File: src/rtl/rv32_fetch_unit.sv
// rv32_fetch_unit
//   Decoupled RV32I instruction fetch stage. It issues word-aligned fetch
//   requests on a valid/ready channel, takes in-order responses into a small
//   prefetch FIFO tagged with their PCs, and presents the FIFO head to ID.
//   A redirect from EX flushes the FIFO and marks every in-flight response
//   (including one accepted in the redirect cycle) for discard.
//
// Ports
//   clk, rst_n          rising-edge clock, asynchronous active-low reset
//   redirect_valid/pc   EX control-flow redirect (pc[1:0] ignored)
//   imem_req_*          fetch request channel (valid/ready, word address)
//   imem_rsp_*          in-order response channel (no backpressure)
//   if_*                instruction presented to ID (valid, pc, pc+4, instr)
//   id_ready            ID consumes the presented instruction this cycle
module rv32_fetch_unit #(
  parameter int          DEPTH    = 4,
  parameter logic [31:0] RESET_PC = 32'h0000_0000
) (
  input  logic        clk,
  input  logic        rst_n,
  input  logic        redirect_valid,
  input  logic [31:0] redirect_pc,
  output logic        imem_req_valid,
  output logic [31:0] imem_req_addr,
  input  logic        imem_req_ready,
  input  logic        imem_rsp_valid,
  input  logic [31:0] imem_rsp_data,
  output logic        if_valid,
  output logic [31:0] if_pc,
  output logic [31:0] if_pc_plus4,
  output logic [31:0] if_instr,
  input  logic        id_ready
);

  localparam int CW = $clog2(DEPTH + 1);
  localparam int PW = $clog2(DEPTH);
  localparam logic [CW:0] L_DEPTH = (CW + 1)'(DEPTH);

  typedef logic [CW-1:0] cnt_t;

  logic [31:0]   r_fetch_pc;
  logic [31:0]   r_rsp_pc;
  logic [31:0]   r_fifo_pc    [DEPTH];
  logic [31:0]   r_fifo_instr [DEPTH];
  logic [PW-1:0] r_rd_ptr;
  logic [PW-1:0] r_wr_ptr;
  cnt_t          r_fifo_cnt;
  cnt_t          r_outstanding;
  cnt_t          r_discard;

  logic [31:0] w_target;
  logic [CW:0] w_credit_used;
  logic        w_req_hs;
  logic        w_pop;
  logic        w_push;
  logic        w_rsp_drop;
  logic [31:0] w_fetch_pc_next;
  logic [31:0] w_rsp_pc_next;
  cnt_t        w_fifo_cnt_next;
  cnt_t        w_out_next;
  cnt_t        w_discard_next;

  assign w_target = {redirect_pc[31:2], 2'b00};

  // Credit covers both buffered and in-flight words (stale ones included),
  // so a response always finds a free FIFO slot.
  assign w_credit_used  = {1'b0, r_fifo_cnt} + {1'b0, r_outstanding};
  assign imem_req_valid = (w_credit_used < L_DEPTH);
  assign imem_req_addr  = r_fetch_pc;

  assign w_req_hs   = imem_req_valid & imem_req_ready;
  assign w_rsp_drop = imem_rsp_valid & (r_discard != '0);
  // A redirect empties the FIFO, so a same-cycle push or pop must not land.
  assign w_push     = imem_rsp_valid & (r_discard == '0) & ~redirect_valid;
  assign w_pop      = if_valid & id_ready & ~redirect_valid;

  assign if_valid    = (r_fifo_cnt != '0);
  assign if_pc       = r_fifo_pc[r_rd_ptr];
  assign if_instr    = r_fifo_instr[r_rd_ptr];
  assign if_pc_plus4 = if_pc + 32'd4;

  always_comb begin
    // NOTE: every variable driven here gets a default before any branch, so
    // no path leaves it unassigned and no latch is inferred.
    w_fetch_pc_next = r_fetch_pc;
    w_rsp_pc_next   = r_rsp_pc;
    w_fifo_cnt_next = r_fifo_cnt;
    w_discard_next  = r_discard;
    w_out_next      = r_outstanding + cnt_t'(w_req_hs) - cnt_t'(imem_rsp_valid);

    if (redirect_valid) begin
      w_fetch_pc_next = w_target;
      w_rsp_pc_next   = w_target;
      w_fifo_cnt_next = '0;
      // Everything still in flight after this edge belongs to the old path,
      // including a request accepted this cycle with the old fetch_pc.
      w_discard_next  = w_out_next;
    end else begin
      if (w_req_hs)   w_fetch_pc_next = r_fetch_pc + 32'd4;
      if (w_push)     w_rsp_pc_next   = r_rsp_pc + 32'd4;
      if (w_rsp_drop) w_discard_next  = r_discard - cnt_t'(1);
      w_fifo_cnt_next = r_fifo_cnt + cnt_t'(w_push) - cnt_t'(w_pop);
    end
  end

  always_ff @(posedge clk or negedge rst_n) begin
    if (!rst_n) begin
      r_fetch_pc    <= RESET_PC;
      r_rsp_pc      <= RESET_PC;
      r_fifo_cnt    <= '0;
      r_outstanding <= '0;
      r_discard     <= '0;
      r_rd_ptr      <= '0;
      r_wr_ptr      <= '0;
    end else begin
      // NOTE: state registers use non-blocking assignments so every register
      // samples the pre-edge values regardless of statement order.
      r_fetch_pc    <= w_fetch_pc_next;
      r_rsp_pc      <= w_rsp_pc_next;
      r_fifo_cnt    <= w_fifo_cnt_next;
      r_outstanding <= w_out_next;
      r_discard     <= w_discard_next;
      if (redirect_valid) begin
        r_rd_ptr <= '0;
        r_wr_ptr <= '0;
      end else begin
        if (w_push) r_wr_ptr <= r_wr_ptr + PW'(1);
        if (w_pop)  r_rd_ptr <= r_rd_ptr + PW'(1);
      end
    end
  end

  // NOTE: the storage array is reset on purpose: ID must see if_pc = 0 and
  // if_instr = 0 out of reset, and the head is read straight from storage.
  always_ff @(posedge clk or negedge rst_n) begin
    if (!rst_n) begin
      for (int i = 0; i < DEPTH; i++) begin
        r_fifo_pc[i]    <= '0;
        r_fifo_instr[i] <= '0;
      end
    end else if (w_push) begin
      r_fifo_pc[r_wr_ptr]    <= r_rsp_pc;
      r_fifo_instr[r_wr_ptr] <= imem_rsp_data;
    end
  end

endmodule

File: config.mk
export PLATFORM = sky130hd
export DESIGN_NAME = rv32_fetch_unit
export DESIGN_NICKNAME = d
export VERILOG_FILES = /design/src/rtl/rv32_fetch_unit.sv
export SDC_FILE = /design/constraint.sdc
export NUM_CORES = 1
export LEC_CHECK = 0
export ABC_CLOCK_PERIOD_IN_PS = 3700
export CAP_MARGIN = 30
export CORE_MARGIN = 8
export CORE_UTILIZATION = 40
export DETAILED_ROUTE_END_ITERATION = 8
export DONT_BUFFER_PORTS = 1
export GPL_TIMING_DRIVEN = 0
export PLACE_DENSITY = 0.54
export SKIP_CTS_REPAIR_TIMING = 1
export SLEW_MARGIN = 20
export SYNTH_ARGS = -nofsm -noshare
export SYNTH_HDL_FRONTEND = slang
export SYNTH_SLANG_ARGS = --single-unit
File: constraint.sdc
create_clock -name clk -period 3.7 [get_ports clk]
set_input_delay 0.555 -clock clk [delete_from_list [all_inputs] [get_ports clk]]
set_output_delay 0.555 -clock clk [all_outputs]
set_load 0.005 [all_outputs]
==> results of run 1 <==
cell usage in the layout, fill, tap and decap left out, types with 13 or more instances in the layout:
cell / Yosys / layout
clkbuf_1: 53 / 60
mux2_2: 262 / 262
nand2_1: 46 / 46
dfrtp_1: 321 / 321
mux4_2: 62 / 62
nor2_1: 29 / 29
o31a_1: 13 / 13
nand4_1: 32 / 32
ha_1: 15 / 15
inv_1: 25 / 25
nand3_1: 33 / 33
nor3_1: 15 / 14
o21ai_0: 21 / 21
and3_1: 22 / 22
clkbuf_16: 0 / 39
xor2_1: 29 / 29
xnor2_1: 45 / 45
cells by family (layout without fill, tap and decap cells):
kind of cell    Yosys count  after routing  synth area share
xor+xnor                 74             74            0.0421
mux                     328            328             0.285
compound gates           69             69            0.0286
buf+inv                 101            163            0.0292
other cells               1              6          0.000243
flops                   321            321             0.521
simple gates            222            222            0.0789
fa+ha+maj                17             17            0.0148
stage by stage:
stage / TNS, ps / util / hold WS (ps) / setup slack, ps
finish: 0 / 0.451 / -243 / 207
global route: 0 / 0.451 / -293 / 28.7
CTS: -2.52 / 0.451 / -303 / -2.52
detailed placement: 0 / 0.420 / 284 / 394
global placement: 0 / 0.420 / 284 / 406
floorplan: 0 / - / 259 / 956
final cells by class:
class / instances / area share
buffer: 74 / 0.0204
clock buffer: 53 / 0.0624
clock inverter: 9 / 0.00594
inverter: 26 / 0.00565
multi-input combinational: 716 / 0.403
sequential: 321 / 0.465
tap: 518 / 0.0375
timing repair buffer: 1 / 0.000290
layer usage:
metal | up-vias | GRT usage | wire, microns
met1 | 4863 | 0.236 | 17200
met2 | 204 | 0.266 | 17900
li1 | 4212 | - | -
met4 | 0 | 0.0559 | 1050
met3 | 61 | 0.0501 | 2490
met5 | - | 0 | 0
where the power goes:
group / switching (mW) / internal (mW) / leakage (nW)
logic: 1.81 / 1.71 / 2.96
registers: 0.497 / 4.31 / 4.18
clock network: 1.42 / 2.16 / 0.584
state kept, by name (all words and copies together) (netlist names):
signal / cells
r_fifo_instr: 128
r_fifo_pc: 120
imem_req_addr: 30
r_rsp_pc: 30
r_discard: 3
r_fifo_cnt: 3
r_outstanding: 3
r_rd_ptr: 2
r_wr_ptr: 2
worst max-delay path, cell delays in order (launching register included):
cell	delay, ps
dfrtp_1	350
buf_4	180
clkbuf_4	250
mux4_2	360
ha_1	260
and3_1	200
nand4_1	280
nor4_2	260
xor2_1	280
worst max-delay path by stage:
stage,endpoint,cells after the start
6_report,if_pc_plus4[24],8
3_3_place_gp,r_discard[2],14
2_1_floorplan,r_discard[2],14
4_1_cts,if_pc_plus4[12],9
3_5_place_dp,r_discard[2],14
5_1_grt,if_pc_plus4[31],7
==> flow_metrics.env, run 1 <==
export IMPL_async_flop_share=1.00
export IMPL_drc=0
export IMPL_hpwl_mm=27.3
export IMPL_setup_viol=0
export IMPL_routabilityCongestion=0.864
export IMPL_worstReg2RegStart="r_fifo_cnt[2]"
export IMPL_synth_most_common_cell="dfrtp_1"
export IMPL_io_pins=200
export IMPL_grt_usage=0.174
export IMPL_crit_arrival_ps=2940
export IMPL_r2r_end="r_discard[2]"
export IMPL_peakVddDrop_mv=0.389
export IMPL_placed_area_sq_um=16100
export IMPL_cap_violations=0
export IMPL_ys_ff_latch=321
export IMPL_rsz0062_at_grt="false"
export IMPL_worst_slew_pin_slew_ps=1630
export IMPL_synth_top_cells_by_area="dfrtp_1 52%, mux2_2 19%, mux4_2 9.1%, xnor2_1 2.6%, xor2_1 1.6%"
export IMPL_grt_start_max_net_pins=322
export IMPL_die_area_sq_um=45000
export IMPL_finalPower_mw=11.9
export IMPL_yosysWarnings=0
export IMPL_multiInputGateArea_sq_um=6960
export IMPL_fin_hold_ws_ps=-243
export IMPL_tritoncts="built"
export IMPL_die_w_microns=212
export IMPL_fin_nets=1265
export IMPL_final_setup_skew_ps=28.7
export IMPL_crit_type="register to primary output"
export IMPL_overflow=0
export IMPL_outcome="finished with violations"
export IMPL_violations="hold timing, slew limit"
export IMPL_vias=9340
export IMPL_clk_pin_slew_ps=50
export IMPL_syn2layout_area_growth_pct=12.1
export IMPL_synth_distinct_cells=44
export IMPL_syn_area_sq_um=15400
export IMPL_cp_startpoint="r_rd_ptr[1]"
export IMPL_dr_pass1_iters=4
export IMPL_core_area_sq_um=38300
export IMPL_min_delay_path_class="input pin to asynchronous set/reset pin"
export IMPL_syn_inst=1133
export IMPL_synth_ff_type="dfrtp_1"
export IMPL_ff2ff_setup_slack_ps=420
export IMPL_antennaDiodeCount=0
export IMPL_p_per_area_nw_per_um2=690
export IMPL_fillers=3497
export IMPL_rows=72
export IMPL_die_h_microns=212
export IMPL_stdcell_count=1718
export IMPL_cts_root_buf="clkbuf_16"
export IMPL_route_antenna_remaining_nets=0
export IMPL_cts_num_sinks=321
export IMPL_cp_max_fo=10
export IMPL_placed_cells=1656
export IMPL_insertion_delay_ps=540
export IMPL_worst_setup_path_end_kind="primary output"
export IMPL_crit_path_start_kind="register"
export IMPL_clockBufferDepth=3
export IMPL_p_leak_nw=7.72
export IMPL_routed_wl_mm=38.7
export IMPL_routed_via_density=5.44
export IMPL_finalHoldViolCount=148
export IMPL_wire_per_inst_microns=22.5
export IMPL_slew_headroom=-0.0880
export IMPL_grt_pass1_wl_mm=60.0
export IMPL_initial_utilization=0.402
export IMPL_antenna_found_initial=0
export IMPL_seq_area_frac_synth=0.521
export IMPL_drt_iter0_markers=498
export IMPL_postLayoutCellArea_sq_um=17300
export IMPL_drive_above_1_share=0.339
export IMPL_fin_crit_ps=3490
export IMPL_numCtsBuffers=38
export IMPL_yosys_top_cells_count="321 x dfrtp_1, 262 x mux2_2, 62 x mux4_2, 53 x clkbuf_1, 46 x nand2_1"
export IMPL_maxSlewViolCount=97
export IMPL_cts_htree_levels=2
export IMPL_syn_avg_cell_area_sq_um=13.6
export IMPL_synth_edff_count=0
export IMPL_fmax_ghz=0.286
export IMPL_worstRegToRegCells=14
export IMPL_portBuffers=0
export IMPL_seqCellArea_sq_um=8030
export IMPL_synth_area_leader_cell="dfrtp_1"
export IMPL_synth_top_area_share=0.521
export IMPL_worstPathRequired_ps=3140
export IMPL_grt_pass1_vias=9741
export IMPL_fin_crit_sh=0.944
Note: power is estimated with default switching activity, not from simulation.
==> run 2: changes to the inputs <==
--- a/config.mk
+++ b/config.mk
@@ -5,6 +5,7 @@
 export SDC_FILE = /design/constraint.sdc
 export NUM_CORES = 1
 export LEC_CHECK = 0
+export ABC_AREA = 1
 export ABC_CLOCK_PERIOD_IN_PS = 3700
 export CAP_MARGIN = 30
 export CORE_MARGIN = 8
==> run 2 against run 1 <==
Against the previous run: critical path type unchanged; clock-buffer cell count up 4; global-route usage up 7.0 points; largest power group unchanged; synthesized cell count up 100%; the run ends with hold timing left; largest cell class unchanged.
==> flow_metrics.env, run 2 <==
export IMPL_final_common_cell="nand2_1"
export IMPL_overflow=0
export IMPL_crit_type="register to primary output"
export IMPL_grt_start_max_net_pins=322
export IMPL_cts_htree_levels=2
export IMPL_grt_usage=0.244
export IMPL_fin_crit_ps=3620
export IMPL_tns_ps=0
export IMPL_peakVddDrop_mv=0.379
export IMPL_fmax_ghz=0.276
export IMPL_final_cell_mix="782 x nand2_1, 321 x dfrtp_1, 237 x o21ai_0, 196 x nor2_1, 184 x inv_1"
export IMPL_min_delay_path_class="input pin to asynchronous set/reset pin"
export IMPL_p_leak_nw=9.17
export IMPL_rows=76
export IMPL_async_flop_share=1.00
export IMPL_fin_crit_sh=0.978
export IMPL_crit_arrival_ps=3060
export IMPL_worst_setup_path_end_kind="primary output"
export IMPL_synth_ff_type="dfrtp_1"
export IMPL_drive_above_1_share=0.0683
export IMPL_numCtsBuffers=39
export IMPL_setup_viol=0
export IMPL_die_w_microns=223
export IMPL_vias=15900
export IMPL_synth_top_cells_by_area="dfrtp_1 47%, nand2_1 17%, o21ai_0 6.9%, nor2_1 4.3%, inv_1 4.0%"
export IMPL_clk_pin_slew_ps=60
export IMPL_final_setup_skew_ps=8.31
export IMPL_rsz0062_at_grt="false"
export IMPL_synth_top_area_share=0.467
export IMPL_synth_most_common_cell="nand2_1"
export IMPL_route_antenna_remaining_nets=0
export IMPL_syn2layout_area_growth_pct=11.4
export IMPL_routabilityCongestion=0.913
export IMPL_dr_pass1_iters=5
export IMPL_ys_ff_latch=321
export IMPL_power_frac_seq=0.372
export IMPL_slew_headroom=0.479
export IMPL_insertion_delay_ps=550
export IMPL_drc=0
export IMPL_tritoncts="built"
export IMPL_p_sw_mw=5.32
export IMPL_yosysWarnings=0
export IMPL_synth_edff_count=0
export IMPL_p_per_area_nw_per_um2=687
export IMPL_worst_slew_pin_slew_ps=781
export IMPL_core_area_sq_um=42800
export IMPL_violations="hold timing"
export IMPL_cap_violations=0
export IMPL_grt_pass1_wl_mm=94.3
export IMPL_portBuffers=0
export IMPL_syn_avg_cell_area_sq_um=7.44
export IMPL_finalPower_mw=13.2
export IMPL_synth_distinct_cells=43
export IMPL_fin_nets=2448
export IMPL_antennaDiodeCount=0
export IMPL_worstPathRequired_ps=3140
export IMPL_hpwl_mm=44.4
export IMPL_finalHoldViolCount=321
export IMPL_syn_area_sq_um=17200
export IMPL_drt_iter0_markers=1255
export IMPL_routed_wl_mm=61.7
export IMPL_clockBufferDepth=3
export IMPL_largest_register_ffs=128
export IMPL_routed_via_density=5.42
export IMPL_antenna_found_initial=1
export IMPL_cts_root_buf="clkbuf_16"
export IMPL_cts_num_sinks=321
export IMPL_fin_hold_ws_ps=-297
export IMPL_initial_utilization=0.402
export IMPL_pwr_share_comb=0.342
export IMPL_die_area_sq_um=49900
export IMPL_intPower_mw=7.86
export IMPL_io_pins=200
export IMPL_seq_area_frac_synth=0.467
export IMPL_top_register="r_fifo_instr"
export IMPL_yosys_top_cells_count="783 x nand2_1, 321 x dfrtp_1, 237 x o21ai_0, 196 x nor2_1, 184 x inv_1"
export IMPL_synth_area_leader_cell="dfrtp_1"
export IMPL_crit_path_start_kind="register"
export IMPL_cp_max_fo=10
export IMPL_p_sw_frac=0.404
export IMPL_power_share_clock=0.286
export IMPL_grt_pass1_vias=15400
export IMPL_syn_inst=2315
export IMPL_wire_per_inst_microns=21.0
export IMPL_die_h_microns=223
export IMPL_maxSlewViolCount=0
export IMPL_reg_largest_list="r_fifo_instr: 128 flops, r_fifo_pc: 120 flops"
export IMPL_outcome="finished with violations"
## run 2: cell count changes in the layout (fill, tap and decap cells not counted), sizes merged, moves of 21 or more
| cell | previous run | this run |
|---|---|---|
| xnor2 | 45 | 2 |
| o22ai | 0 | 32 |
| buf | 19 | 74 |
| mux2 | 262 | 0 |
| o21ai | 21 | 357 |
| inv | 28 | 188 |
| nand3 | 33 | 124 |
| mux4 | 62 | 0 |
| and3 | 22 | 1 |
| nand2 | 46 | 795 |
| nor2 | 29 | 208 |
| a21oi | 11 | 34 |
## run 2: power groups by stage
| stage | Combinational, mW | Sequential (mW) | Clock [mW] |
|---|---|---|---|
| finish | 4.51 | 4.90 | 3.77 |
| global route | 5.07 | 4.99 | 4.00 |
| CTS | 4.56 | 4.89 | 3.86 |
| detailed placement | 4.54 | 4.94 | 0 |
| global placement | 4.48 | 4.93 | 0 |
| floorplan | 3.05 | 4.77 | 0 |
## run 2: worst max-delay path, cell delays in order (launching register included)
cell and delay, ps:
dfrtp_1 360, buf_2 160, inv_2 100, buf_4 200, buf_6 210, nand2_1 70, nand2_1 270, ha_1 310
nand2_2 170, nor2_2 270, nand2_1 110, xor2_1 280
## run 2: cell type report
| class | count | area, sq um |
|---|---|---|
| clock inverter | 10 | 95.1 |
| buffer | 122 | 754 |
| inverter | 189 | 717 |
| clock buffer | 57 | 1150 |
| fill | 4462 | 23600 |
| tap | 546 | 683 |
| sequential | 321 | 8030 |
| multi-input combinational | 1688 | 7740 |
## run 2: worst paths after layout
| check | start | endpoint | slack, ps | depth (start not counted) |
|---|---|---|---|---|
| worst min register to register | r_fifo_instr[90] | r_fifo_instr[90] | 480 | 2 |
| worst max-delay path | r_rd_ptr[1] | if_pc_plus4[16] | 80 | 11 |
| max in group asynchronous | rst_n | r_fifo_pc[105] | 3420 | 0 |
| worst min-delay path | rst_n | r_fifo_instr[105] | -300 | 0 |
| min in group clk | redirect_pc[28] | imem_req_addr[28] | 140 | 2 |
| worst max register to register | r_fifo_cnt[1] | r_discard[2] | 960 | 11 |
## run 2: metal layers
metal	wire length, microns	track usage	up-vias
met5	0	0	-
met4	1570	0.0814	0
met3	4790	0.0507	94
met2	28800	0.393	589
met1	26600	0.323	7645
li1	-	-	7567
## run 2: logic make-up after synthesis
kind of cell	Yosys count	synth area share
other cells	1	0.000218
compound gates	466	0.145
fa+ha+maj	17	0.0132
flops	321	0.467
buf+inv	311	0.0855
simple gates	1167	0.273
xor+xnor	32	0.0163
## run 2: metrics by stage
stage / setup slack (ps) / hold slack, ps / util / cell area [sq um] / std cells
2_1_floorplan: 1310 / 259 / - / 17200 / 2320
3_3_place_gp: 673 / 277 / 0.419 / 17900 / 2866
3_5_place_dp: 677 / 280 / 0.419 / 17900 / 2866
4_1_cts: 72.9 / -314 / 0.448 / 19200 / 2933
5_1_grt: 2.47 / -324 / 0.448 / 19200 / 2933
6_report: 82.7 / -297 / 0.448 / 19200 / 2933
==> run 3: changes to the inputs <==
--- a/config.mk
+++ b/config.mk
@@ -8,12 +8,15 @@
 export ABC_AREA = 1
 export ABC_CLOCK_PERIOD_IN_PS = 3700
 export CAP_MARGIN = 30
+export CELL_PAD_IN_SITES_DETAIL_PLACEMENT = 0
+export CELL_PAD_IN_SITES_GLOBAL_PLACEMENT = 1
 export CORE_MARGIN = 8
 export CORE_UTILIZATION = 40
 export DETAILED_ROUTE_END_ITERATION = 8
 export DONT_BUFFER_PORTS = 1
 export GPL_TIMING_DRIVEN = 0
-export PLACE_DENSITY = 0.54
+export PLACE_DENSITY = 0.7
+export SETUP_SLACK_MARGIN = 0.5
 export SKIP_CTS_REPAIR_TIMING = 1
 export SLEW_MARGIN = 20
 export SYNTH_ARGS = -nofsm -noshare
==> run 3 against run 2 <==
Against the previous run: the run still ends with hold timing left; clock skew is 9.5 ps higher; sequential cell count did not move; sequential share of layout area shrank 0.38 points; first-iteration DRC count is 3.9% lower; clock power down 2%; combinational power increased by 0.9%; via count fell by 1.4%; register-to-register slack got worse by 150 ps; core utilization grew 0.41 points; critical path depth is the same.
==> flow_metrics.env, run 3 (synthesized netlist as in run 2, its figures left out) <==
export IMPL_vias=15700
export IMPL_initial_utilization=0.402
export IMPL_multiInputGateArea_sq_um=7870
export IMPL_syn2layout_area_growth_pct=12.4
export IMPL_drive_above_1_share=0.0854
export IMPL_overflow=0
export IMPL_setup_viol=0
export IMPL_crit_path_start_kind="register"
export IMPL_largest_register_ffs=128
export IMPL_die_w_microns=223
export IMPL_grt_pass1_vias=15300
export IMPL_p_leak_nw=9.24
export IMPL_numCtsBuffers=38
export IMPL_seqCellArea_sq_um=8030
export IMPL_cts_htree_levels=2
export IMPL_insertion_delay_ps=570
export IMPL_power_share_clock=0.281
export IMPL_die_h_microns=223
export IMPL_drt_iter0_markers=1206
export IMPL_worstPathRequired_ps=3140
export IMPL_p_sw_frac=0.400
export IMPL_route_antenna_remaining_nets=0
export IMPL_die_area_sq_um=49900
export IMPL_worst_slew_pin_slew_ps=764
export IMPL_cts_root_buf="clkbuf_16"
export IMPL_final_setup_skew_ps=17.9
export IMPL_p_per_area_nw_per_um2=680
export IMPL_core_area_sq_um=42800
export IMPL_cp_cell_sequence="buf_2, inv_2, buf_6, buf_6, nand2_1, nand2_4, ha_4, nand2_8, nor2_4, nand2_2, xor2_2"
export IMPL_pwr_share_comb=0.346
export IMPL_fin_crit_ps=3200
export IMPL_antenna_found_initial=0
export IMPL_utilization=0.452
export IMPL_peakVddDrop_mv=0.322
export IMPL_top_register="r_fifo_instr"
export IMPL_dr_pass1_iters=5
export IMPL_crit_arrival_ps=2640
export IMPL_slew_headroom=0.490
export IMPL_wire_per_inst_microns=20.7
export IMPL_fillers=4473
export IMPL_rows=76
export IMPL_cpPeakStageDelay_ps=350
export IMPL_portBuffers=0
export IMPL_cp_common_cell="buf_6"
export IMPL_reg_largest_list="r_fifo_instr: 128 flops, r_fifo_pc: 120 flops"
export IMPL_worst_setup_path_end_kind="primary output"
export IMPL_finalHoldViolCount=321
export IMPL_p_sw_mw=5.27
export IMPL_grt_pass1_wl_mm=93.0
export IMPL_io_pins=200
export IMPL_min_delay_path_class="input pin to asynchronous set/reset pin"
export IMPL_cp_max_fo=10
export IMPL_maxSlewViolCount=0
export IMPL_final_common_cell="nand2_1"
export IMPL_routed_wl_mm=60.9
export IMPL_routed_via_density=5.34
export IMPL_outcome="finished with violations"
export IMPL_cp_slowest_cell="dfrtp_1"
export IMPL_routabilityCongestion=0.913
export IMPL_final_cell_mix="765 x nand2_1, 321 x dfrtp_1, 235 x o21ai_0, 193 x nor2_1, 184 x inv_1"
export IMPL_clockBufferDepth=3
export IMPL_cap_violations=0
export IMPL_intPower_mw=7.89
export IMPL_fin_crit_sh=0.864
export IMPL_violations="hold timing"
export IMPL_rsz0062_at_grt="true"
export IMPL_antennaDiodeCount=0
export IMPL_hpwl_mm=44.5
export IMPL_crit_type="register to primary output"
export IMPL_critPathTopFamily="buffers and inverters"
export IMPL_tns_ps=0
export IMPL_critPathBufInv=4
export IMPL_tritoncts="built"
export IMPL_drc=0
export IMPL_grt_usage=0.240
export IMPL_power_frac_seq=0.373
export IMPL_clk_pin_slew_ps=60
export IMPL_cts_num_sinks=321
export IMPL_grt_start_max_net_pins=322
export IMPL_fin_nets=2448
export IMPL_fmax_ghz=0.313
export IMPL_fin_hold_ws_ps=-286
-- run 3: cell types whose count changed in the layout (fill, tap and decap cells not counted), moves of 4 or more --
cell / previous run / this run
clkbuf_4: 0 / 5
clkbuf_1: 56 / 43
clkbuf_2: 0 / 10
nand2_2: 10 / 24
clkinv_2: 5 / 9
nand2_1: 782 / 765
-- run 3: final timing paths --
path,from,end,slack [ps],cells after the start
worst min-delay path,rst_n,r_fifo_instr[44],-290,0
worst max register to register,r_fifo_cnt[1],r_discard[1],810,11
worst max-delay path,r_rd_ptr[1],if_pc_plus4[16],500,11
min in group clk,redirect_pc[28],imem_req_addr[28],140,2
worst min register to register,r_fifo_pc[92],r_fifo_pc[92],480,2
max in group asynchronous,rst_n,r_fifo_pc[102],3360,0
-- run 3: final cells by class --
type | instances | share of cell area
clock buffer | 55 | 0.0577
multi-input combinational | 1688 | 0.407
inverter | 189 | 0.0371
buffer | 122 | 0.0419
sequential | 321 | 0.415
clock inverter | 13 | 0.00576
timing repair buffer | 1 | 0.000388
tap | 546 | 0.0353
-- run 3: power groups by stage --
stage	Sequential, mW	Clock (mW)	Combinational, mW
floorplan	4.77	0	3.05
global placement	4.93	0	4.38
detailed placement	4.95	0	4.44
CTS	4.89	3.78	4.45
global route	5.00	3.92	5.12
finish	4.90	3.70	4.55
-- run 3: per-layer routing --
layer / vias to the layer above / track usage / wire (microns)
met4: 0 / 0.0722 / 1440
met5: - / 0 / 0
li1: 7571 / - / -
met2: 521 / 0.375 / 27500
met1: 7495 / 0.334 / 27700
met3: 92 / 0.0467 / 4250
-- run 3: metrics by stage --
stage	total power [mW]	instances	setup slack, ps	hold WS, ps	area (sq um)
floorplan	7.82	2320	1310	259	17200
global placement	9.31	2866	681	281	17900
detailed placement	9.38	2866	655	283	17900
CTS	13.1	2934	43.1	-315	19100
global route	14.0	2935	425	-319	19300
finish	13.2	2935	504	-286	19300
